<file path="config.mk">
export PLATFORM = sky130hd
export DESIGN_NAME = alu_operand_stage_flat
export DESIGN_NICKNAME = d
export VERILOG_FILES = /design/src/rtl/alu_operand_pkg.sv /design/src/rtl/alu_operand_stage_if.sv /design/src/rtl/operand_skid_fifo.sv /design/src/rtl/alu_operand_stage.sv /design/src/flat_wrapper.sv
export SDC_FILE = /design/constraint.sdc
export NUM_CORES = 1
export LEC_CHECK = 0
export CELL_PAD_IN_SITES_DETAIL_PLACEMENT = 0
export CELL_PAD_IN_SITES_GLOBAL_PLACEMENT = 1
export CORE_MARGIN = 5
export CORE_UTILIZATION = 34
export CTS_CLUSTER_SIZE = 12
export DETAILED_ROUTE_END_ITERATION = 6
export PLACE_DENSITY_LB_ADDON = 0.1
export SLEW_MARGIN = 10
export SYNTH_ARGS = -nofsm -noshare
export SYNTH_HDL_FRONTEND = slang
export SYNTH_SLANG_ARGS = --single-unit
</file>
<file path="constraint.sdc">
create_clock -name clk -period 5.2 [get_ports clk]
set_input_delay 1.3 -clock clk [delete_from_list [all_inputs] [get_ports clk]]
set_output_delay 1.3 -clock clk [all_outputs]
set_load 0.02 [all_outputs]
</file>
<file path="src/rtl/alu_operand_pkg.sv">
// Shared types and sizing for the ALU operand stage: operand-select encodings and skid FIFO geometry.
package alu_operand_pkg;

    localparam int unsigned FIFO_DEPTH = 2;
    localparam int unsigned FIFO_CNT_W = $clog2(FIFO_DEPTH + 1);
    localparam int unsigned FIFO_PTR_W = $clog2(FIFO_DEPTH);

    typedef enum logic [1:0] {
        A_UP  = 2'd0,
        A_JT  = 2'd1,
        A_BT  = 2'd2,
        A_RS1 = 2'd3
    } a_sel_e;

    // Encodings 6 and 7 are illegal and select a zero operand.
    typedef enum logic [2:0] {
        B_LI     = 3'd0,
        B_ST     = 3'd1,
        B_PC     = 3'd2,
        B_RS2IDX = 3'd3,
        B_RS2    = 3'd4,
        B_PC4    = 3'd5
    } b_sel_e;

    function automatic logic [FIFO_PTR_W-1:0] ptr_inc(input logic [FIFO_PTR_W-1:0] p);
        return (p == FIFO_PTR_W'(FIFO_DEPTH - 1)) ? '0 : p + FIFO_PTR_W'(1);
    endfunction

endpackage

</file>
<file path="src/rtl/alu_operand_stage_if.sv">
// Decode-to-ALU operand bus: request side (selects, immediates, register data) and operand-pair output.
interface alu_operand_stage_if #(
    parameter int unsigned XLEN = 32,
    parameter int unsigned PC_W = 30
);
    import alu_operand_pkg::*;

    logic            in_valid;
    logic            in_ready;
    a_sel_e          a_sel;
    logic [2:0]      b_sel;
    logic [XLEN-1:0] imm_up;
    logic [XLEN-1:0] imm_j;
    logic [XLEN-1:0] imm_b;
    logic [XLEN-1:0] imm_i;
    logic [XLEN-1:0] imm_s;
    logic [XLEN-1:0] rs1_data;
    logic [XLEN-1:0] rs2_data;
    logic [4:0]      rs2_idx;
    logic [PC_W-1:0] pc;
    logic            out_valid;
    logic            out_ready;
    logic [XLEN-1:0] alu_a;
    logic [XLEN-1:0] alu_b;
    logic            sel_err;

    modport master (
        output in_valid, a_sel, b_sel, imm_up, imm_j, imm_b, imm_i, imm_s,
               rs1_data, rs2_data, rs2_idx, pc, out_ready,
        input  in_ready, out_valid, alu_a, alu_b, sel_err
    );

    modport slave (
        input  in_valid, a_sel, b_sel, imm_up, imm_j, imm_b, imm_i, imm_s,
               rs1_data, rs2_data, rs2_idx, pc, out_ready,
        output in_ready, out_valid, alu_a, alu_b, sel_err
    );

endinterface

</file>
<file path="src/rtl/operand_skid_fifo.sv">
// Two-entry skid FIFO holding ALU operand pairs; count and pointers reset synchronously to zero.
module operand_skid_fifo
    import alu_operand_pkg::*;
#(
    parameter int unsigned W = 64
) (
    input  logic                  clk,
    input  logic                  rst_n,
    input  logic                  push,
    input  logic                  pop,
    input  logic [W-1:0]          wr_data,
    output logic [W-1:0]          rd_data,
    output logic [FIFO_CNT_W-1:0] count
);

    logic [W-1:0]          mem [FIFO_DEPTH];
    logic [FIFO_PTR_W-1:0] wr_ptr;
    logic [FIFO_PTR_W-1:0] rd_ptr;
    logic [FIFO_CNT_W-1:0] count_q;

    always_ff @(posedge clk) begin
        if (!rst_n) begin
            count_q <= '0;
            wr_ptr  <= '0;
            rd_ptr  <= '0;
            for (int i = 0; i < int'(FIFO_DEPTH); i++) begin
                mem[i] <= '0;
            end
        end else begin
            if (push) begin
                mem[wr_ptr] <= wr_data;
                wr_ptr      <= ptr_inc(wr_ptr);
            end
            if (pop) begin
                rd_ptr <= ptr_inc(rd_ptr);
            end
            // Simultaneous push and pop leaves the occupancy unchanged.
            if (push && !pop) begin
                count_q <= count_q + FIFO_CNT_W'(1);
            end else if (pop && !push) begin
                count_q <= count_q - FIFO_CNT_W'(1);
            end
        end
    end

    assign rd_data = mem[rd_ptr];
    assign count   = count_q;

endmodule

</file>
<file path="src/rtl/alu_operand_stage.sv">
// ALU operand select plus skid buffer between decode and the ALU.
// Optional operand forwarding is compiled in with OPERAND_FWD_EN.
module alu_operand_stage
    import alu_operand_pkg::*;
#(
    parameter int unsigned XLEN = 32,
    parameter int unsigned PC_W = 30
) (
    input  logic            clk,
    input  logic            rst_n,
    input  logic            clk_enable,
`ifdef OPERAND_FWD_EN
    input  logic            fwd_valid,
    input  logic [4:0]      fwd_idx,
    input  logic [XLEN-1:0] fwd_data,
    input  logic [4:0]      rs1_idx,
    input  logic [4:0]      rs2_idx_fwd,
`endif
    alu_operand_stage_if.slave bus
);

    logic [XLEN-1:0]       rs1_sel;
    logic [XLEN-1:0]       rs2_sel;
    logic [XLEN-1:0]       op_a;
    logic [XLEN-1:0]       op_b;
    logic [XLEN-1:0]       pc_byte;
    logic                  b_illegal;
    logic                  push;
    logic                  pop;
    logic [FIFO_CNT_W-1:0] count;
    logic [2*XLEN-1:0]     rd_data;
    logic                  sel_err_q;

    assign bus.in_ready  = rst_n && clk_enable && (count < FIFO_CNT_W'(FIFO_DEPTH));
    assign bus.out_valid = (count != '0);
    assign push          = clk_enable && bus.in_valid && bus.in_ready;
    assign pop           = clk_enable && bus.out_valid && bus.out_ready;

`ifdef OPERAND_FWD_EN
    // Index 0 is the hard-wired zero register and never forwards.
    always_comb begin
        rs1_sel = bus.rs1_data;
        rs2_sel = bus.rs2_data;
        if (fwd_valid && (fwd_idx != 5'd0) && (fwd_idx == rs1_idx)) begin
            rs1_sel = fwd_data;
        end
        if (fwd_valid && (fwd_idx != 5'd0) && (fwd_idx == rs2_idx_fwd)) begin
            rs2_sel = fwd_data;
        end
    end
`else
    assign rs1_sel = bus.rs1_data;
    assign rs2_sel = bus.rs2_data;
`endif

    assign pc_byte = XLEN'({bus.pc, 2'b00});

    always_comb begin
        op_a = rs1_sel;
        case (bus.a_sel)
            A_UP:    op_a = bus.imm_up;
            A_JT:    op_a = bus.imm_j;
            A_BT:    op_a = bus.imm_b;
            default: op_a = rs1_sel;
        endcase
    end

    always_comb begin
        op_b      = '0;
        b_illegal = 1'b0;
        case (bus.b_sel)
            B_LI:     op_b = bus.imm_i;
            B_ST:     op_b = bus.imm_s;
            B_PC:     op_b = pc_byte;
            B_RS2IDX: op_b = XLEN'(bus.rs2_idx);
            B_RS2:    op_b = rs2_sel;
            B_PC4:    op_b = pc_byte + XLEN'(4);
            default:  b_illegal = 1'b1;
        endcase
    end

    operand_skid_fifo #(
        .W (2 * XLEN)
    ) u_fifo (
        .clk     (clk),
        .rst_n   (rst_n),
        .push    (push),
        .pop     (pop),
        .wr_data ({op_a, op_b}),
        .rd_data (rd_data),
        .count   (count)
    );

    assign bus.alu_a = rd_data[2*XLEN-1:XLEN];
    assign bus.alu_b = rd_data[XLEN-1:0];

    // Sticky until reset once an illegal B select has been accepted.
    always_ff @(posedge clk) begin
        if (!rst_n) begin
            sel_err_q <= 1'b0;
        end else if (push && b_illegal) begin
            sel_err_q <= 1'b1;
        end
    end

    assign bus.sel_err = sel_err_q;

endmodule

</file>
<file path="src/flat_wrapper.sv">
// flat-port wrapper written by rule: the top's interface ports become plain ports
module alu_operand_stage_flat import alu_operand_pkg::*;
#(
    parameter int unsigned XLEN = 32,
    parameter int unsigned PC_W = 30
)
  (clk, rst_n, clk_enable, bus_in_valid, bus_a_sel, bus_b_sel, bus_imm_up, bus_imm_j, bus_imm_b, bus_imm_i, bus_imm_s, bus_rs1_data, bus_rs2_data, bus_rs2_idx, bus_pc, bus_out_ready, bus_in_ready, bus_out_valid, bus_alu_a, bus_alu_b, bus_sel_err);
  alu_operand_stage_if #(.XLEN(XLEN), .PC_W(PC_W)) bus_i ();
  input  logic clk;
  input  logic rst_n;
  input  logic clk_enable;
  input wire logic [$bits(bus_i.in_valid)-1:0] bus_in_valid;
  input wire logic [$bits(bus_i.a_sel)-1:0] bus_a_sel;
  input wire logic [$bits(bus_i.b_sel)-1:0] bus_b_sel;
  input wire logic [$bits(bus_i.imm_up)-1:0] bus_imm_up;
  input wire logic [$bits(bus_i.imm_j)-1:0] bus_imm_j;
  input wire logic [$bits(bus_i.imm_b)-1:0] bus_imm_b;
  input wire logic [$bits(bus_i.imm_i)-1:0] bus_imm_i;
  input wire logic [$bits(bus_i.imm_s)-1:0] bus_imm_s;
  input wire logic [$bits(bus_i.rs1_data)-1:0] bus_rs1_data;
  input wire logic [$bits(bus_i.rs2_data)-1:0] bus_rs2_data;
  input wire logic [$bits(bus_i.rs2_idx)-1:0] bus_rs2_idx;
  input wire logic [$bits(bus_i.pc)-1:0] bus_pc;
  input wire logic [$bits(bus_i.out_ready)-1:0] bus_out_ready;
  output wire logic [$bits(bus_i.in_ready)-1:0] bus_in_ready;
  output wire logic [$bits(bus_i.out_valid)-1:0] bus_out_valid;
  output wire logic [$bits(bus_i.alu_a)-1:0] bus_alu_a;
  output wire logic [$bits(bus_i.alu_b)-1:0] bus_alu_b;
  output wire logic [$bits(bus_i.sel_err)-1:0] bus_sel_err;
  assign bus_i.in_valid = bus_in_valid;
  assign bus_i.a_sel = bus_a_sel;
  assign bus_i.b_sel = bus_b_sel;
  assign bus_i.imm_up = bus_imm_up;
  assign bus_i.imm_j = bus_imm_j;
  assign bus_i.imm_b = bus_imm_b;
  assign bus_i.imm_i = bus_imm_i;
  assign bus_i.imm_s = bus_imm_s;
  assign bus_i.rs1_data = bus_rs1_data;
  assign bus_i.rs2_data = bus_rs2_data;
  assign bus_i.rs2_idx = bus_rs2_idx;
  assign bus_i.pc = bus_pc;
  assign bus_i.out_ready = bus_out_ready;
  assign bus_in_ready = bus_i.in_ready;
  assign bus_out_valid = bus_i.out_valid;
  assign bus_alu_a = bus_i.alu_a;
  assign bus_alu_b = bus_i.alu_b;
  assign bus_sel_err = bus_i.sel_err;
  alu_operand_stage #(.XLEN(XLEN), .PC_W(PC_W)) u_core (.clk(clk), .rst_n(rst_n), .clk_enable(clk_enable), .bus(bus_i));
endmodule
</file>
==> flow_summary_export.csv <==
group,metric,value,unit
setup_path,r2r_slack,3.16,ns
hold_path,min_path_type,"reg -> reg",
setup_path,crit_family,"buffers and inverters",
cts,worst_skew_pair.late_latency,0.42,ns
routing,drc,0,
yosys,syn-num-nets,974,
setup_path,cp_max_fo,10,
floorplanning,die_area,27660,um^2
power_and_ir_drop,ir_drop,186.2,uV
cts,clock_sinks,134,
setup_path,crit_required,3.90,ns
cts,cts_tree,"built",
run,maxCapViolCount,0,
hold_path,worst_hold_path.num_cells,2,
cts,clockRootBuffer,"clkbuf_16",
grt,grt_first_pass_wirelength,41830,um
setup_path,critPathArrivalTime,2.94,ns
routing,vias_per_cell,5.124,
floorplanning,row_count,57,
setup_path,start_kind,"input port",
setup_path,path_class,"in -> out",
placed_design,place.gp.congestion,0.8498,
sta,post-route-period-util,81.46,%
setup_path,endpoint_kind,"output pin",
setup_path,timing.rr.end,"u_core.u_fifo.mem[0][61]$_SDFFCE_PN0P_",
routing,vias,6938,
power_and_ir_drop,pwr-share-comb,22.2,%
grt,grt_overflow,0,
power_and_ir_drop,power.share.clock,39.0,%
sta,max_freq,0.2361,GHz
yosys,synth_edf_count,128,
yosys,yosysUniqueCellTypes,59,
routing,antenna_left,0,
hold_path,hold_path_end,"u_core.bus.sel_err$_SDFFE_PN0P_",
yosys,synth_warnings,0,
routing,first_pass_iters,5,
yosys,synthTopCellsByArea,"edfxtp_1, mux2_2, mux4_2, and2_1, nor2b_1",
power_and_ir_drop,p_per_area,260.4,nW/um^2
cells_and_area,final_cell_area,12580,um^2
sta,rsz0062_at_grt,"no",
cells_and_area,num-nets-final,1288,
placed_design,hpwl,19940,um
floorplanning,start_util,34.36,%
cells_and_area,syn2layout_area_growth,51.46,%
cells_and_area,drive_gt1_share,16.41,%
cts,htreeDepth,4,
yosys,ys_seq_area_share,47.71,%
yosys,synth.avg_cell_area,11.82,um^2
cells_and_area,post-route-util,52.05,%
grt,grt_antenna_before_repair,0,
sta,slew_violations,0,
cells_and_area,antenna_cells,0,
routing,routedWlPerCell,20.18,um
setup_path,cp_common_cell,"clkdlybuf4s50_1",
sta,fin_setup_tns,0,ns
setup_path,critPathMaxStageDelay,0.72,ns
grt,grt_max_degree,65,
hold_path,hold_start,"u_core.bus.sel_err$_SDFFE_PN0P_",
yosys,ys_ff_latch,134,
setup_path,slowest_stage,"clkdlybuf4s50_1",
cts,cts_setup_buffers,0,
power_and_ir_drop,switching_share,24.91,%
floorplanning,io_pins,336,
setup_path,worst-r2r-cell-count,2,
floorplanning,core_area,24180,um^2
cts,ctsHoldBuffers,0,
placed_design,port_buffers,335,
sta,post-route-min-period,4.236,ns
power_and_ir_drop,p_seq_share,38.8,%
cts,cts_buffers,17,
power_and_ir_drop,internal_power,2461,uW
power_and_ir_drop,netSwitchingPower,816.4,uW
sta,slew_headroom,32.21,%
yosys,synthArstFlopShare,0,%
routing,wl,27330,um
floorplanning,die_x,166.3,um
yosys,netlist_instances,703,
grt,grt_usage,19.23,%
sta,hold_viol,0,
yosys,synth_top_area_share,46.27,%
yosys,synth_area_leader_cell,"edfxtp_1",
yosys,ys.flop_type,"edfxtp_1",
setup_path,path_cells,"clkdlybuf4s50_1, and3b_1, clkdlybuf4s50_1",
cells_and_area,layout_commonest_cell,"clkdlybuf4s50_1",
cts,clock_path_buffers,2,
sta,finalSetupViolCount,0,
run_status,status,"complete, no violations",
power_and_ir_drop,power_leakage,0.004438,uW
routing,drt_iter0_drc,431,
placed_design,placed_area,11960,um^2
cts,ctsResizeCount,0,
sta,worstMarginPinSlew,1.017,ns
grt,grt_pass1_vias,6955,
yosys,synthesis.area,8308,um^2
sta,clock_skew,0.007132,ns
setup_path,r2r-start,"u_core.u_fifo.wr_ptr$_SDFFE_PN0P_",
floorplanning,die_h,166.3,um
cts,clk_pin_slew,0.06,ns
cells_and_area,final_cell_mix,"clkdlybuf4s50_1, edfxtp_1, mux2_2",
setup_path,critical_path_buf_inv_count,2,
power groups by stage:
| stage | Combinational, uW | Sequential (uW) | Clock, uW |
|---|---|---|---|
| after floorplan | 347 | 1280 | 0 |
| after global placement | 733 | 1290 | 0 |
| after detailed placement | 736 | 1300 | 0 |
| after CTS | 740 | 1270 | 1290 |
| after global routing | 778 | 1280 | 1340 |
| final | 728 | 1270 | 1280 |
kinds of logic after synthesis:
| logic type | synth area share, % |
|---|---|
| AND/OR/NAND/NOR | 16.22 |
| AO/OA/AOI/OAI | 9.142 |
| flip-flops | 47.71 |
| multiplexers | 21.90 |
| adder cells (fa/ha/maj) | 0.3012 |
| buffers and inverters | 2.831 |
| XOR/XNOR | 1.898 |
layer usage:
| layer | track usage (%) | vias up | wire [um] |
|---|---|---|---|
| met5 | 0 | - | 0 |
| met4 | 3.593 | 0 | 257 |
| met3 | 4.856 | 18 | 1758 |
| met2 | 31.87 | 279 | 13100 |
| met1 | 25.95 | 3328 | 12210 |
| li1 | - | 3313 | - |
through the flow:
| stage | instances | worst slack [ns] | total power (uW) | hold slack [ns] |
|---|---|---|---|---|
| 6_report | 1354 | 0.9640 | 3277 | 0.5139 |
| 4_1_cts | 1354 | 0.9640 | 3306 | 0.5122 |
| 2_1_floorplan | 703 | 0.8350 | 1625 | 0.4745 |
| 3_3_place_gp | 1322 | 0.9807 | 2026 | 0.5106 |
| 3_5_place_dp | 1322 | 0.9594 | 2032 | 0.4995 |
| 5_1_grt | 1354 | 0.9170 | 3399 | 0.5316 |
worst min-delay path, delay by kind of cell (launching register included):
kind | cells | cell delay, ns
AOI/OAI and AO/OA | 1 | 0.05
DFF | 1 | 0.34
and+or+nand+nor | 1 | 0.09
flip-flops by register name, indices dropped and copies added, names as in the netlist, named ones only:
| register | flops |
|---|---|
| u_core.bus.sel_err | 1 |
| u_core.u_fifo.wr_ptr | 1 |
| u_core.u_fifo.rd_ptr | 1 |
| u_core.u_fifo.mem | 128 |
| u_core.u_fifo.count | 2 |
worst max path at each step:
stage / from / endpoint / slack, ns / cells after the start
global placement: rst_n / bus_in_ready / 0.98 / 3
floorplan: rst_n / u_core.u_fifo.mem[1][0]$_SDFFCE_PN0P_ / 0.83 / 8
global route: rst_n / bus_in_ready / 0.92 / 3
finish: rst_n / bus_in_ready / 0.96 / 3
detailed placement: rst_n / bus_in_ready / 0.96 / 3
CTS: rst_n / bus_in_ready / 0.96 / 3
cells in the mapped netlist (2+ instances only):
library cell and count:
clkbuf_1 43, o2bb2ai_1 4, dfxtp_1 6, o211ai_1 6, nor4_1 5, nor2b_1 36
and2_1 36, a222oi_1 4, a221oi_1 2, or3_1 5, nand2_1 43, inv_1 8
nand4_4 2, nand4_1 3, a22o_1 6, xnor2_1 10, o22ai_1 2, and4_1 2
nor2_1 56, a21oi_1 25, nor3_1 11, a31oi_1 8, mux2_2 74, o21ai_1 7
a211oi_1 5, mux4_2 34, o21ai_0 29, nand3_1 16, nor4bb_1 4, buf_2 8
nor4_2 3, edfxtp_1 128, xor2_1 8, nor3b_1 3, and3b_1 4, a22oi_1 7
mux2i_1 22, or4_1 3, a2bb2oi_1 3, ha_1 2, a21boi_0 2
final cells by class:
type / count / area [um^2]
repair buffers: 347 / 3428
inverters: 8 / 30.03
multi-input cells: 509 / 4125
clock buffers: 17 / 425.4
fillers: 2135 / 11590
flip-flops and latches: 134 / 3968
clock inverters: 15 / 201.4
well taps: 324 / 405.4
(Power assumes the default switching activity.)
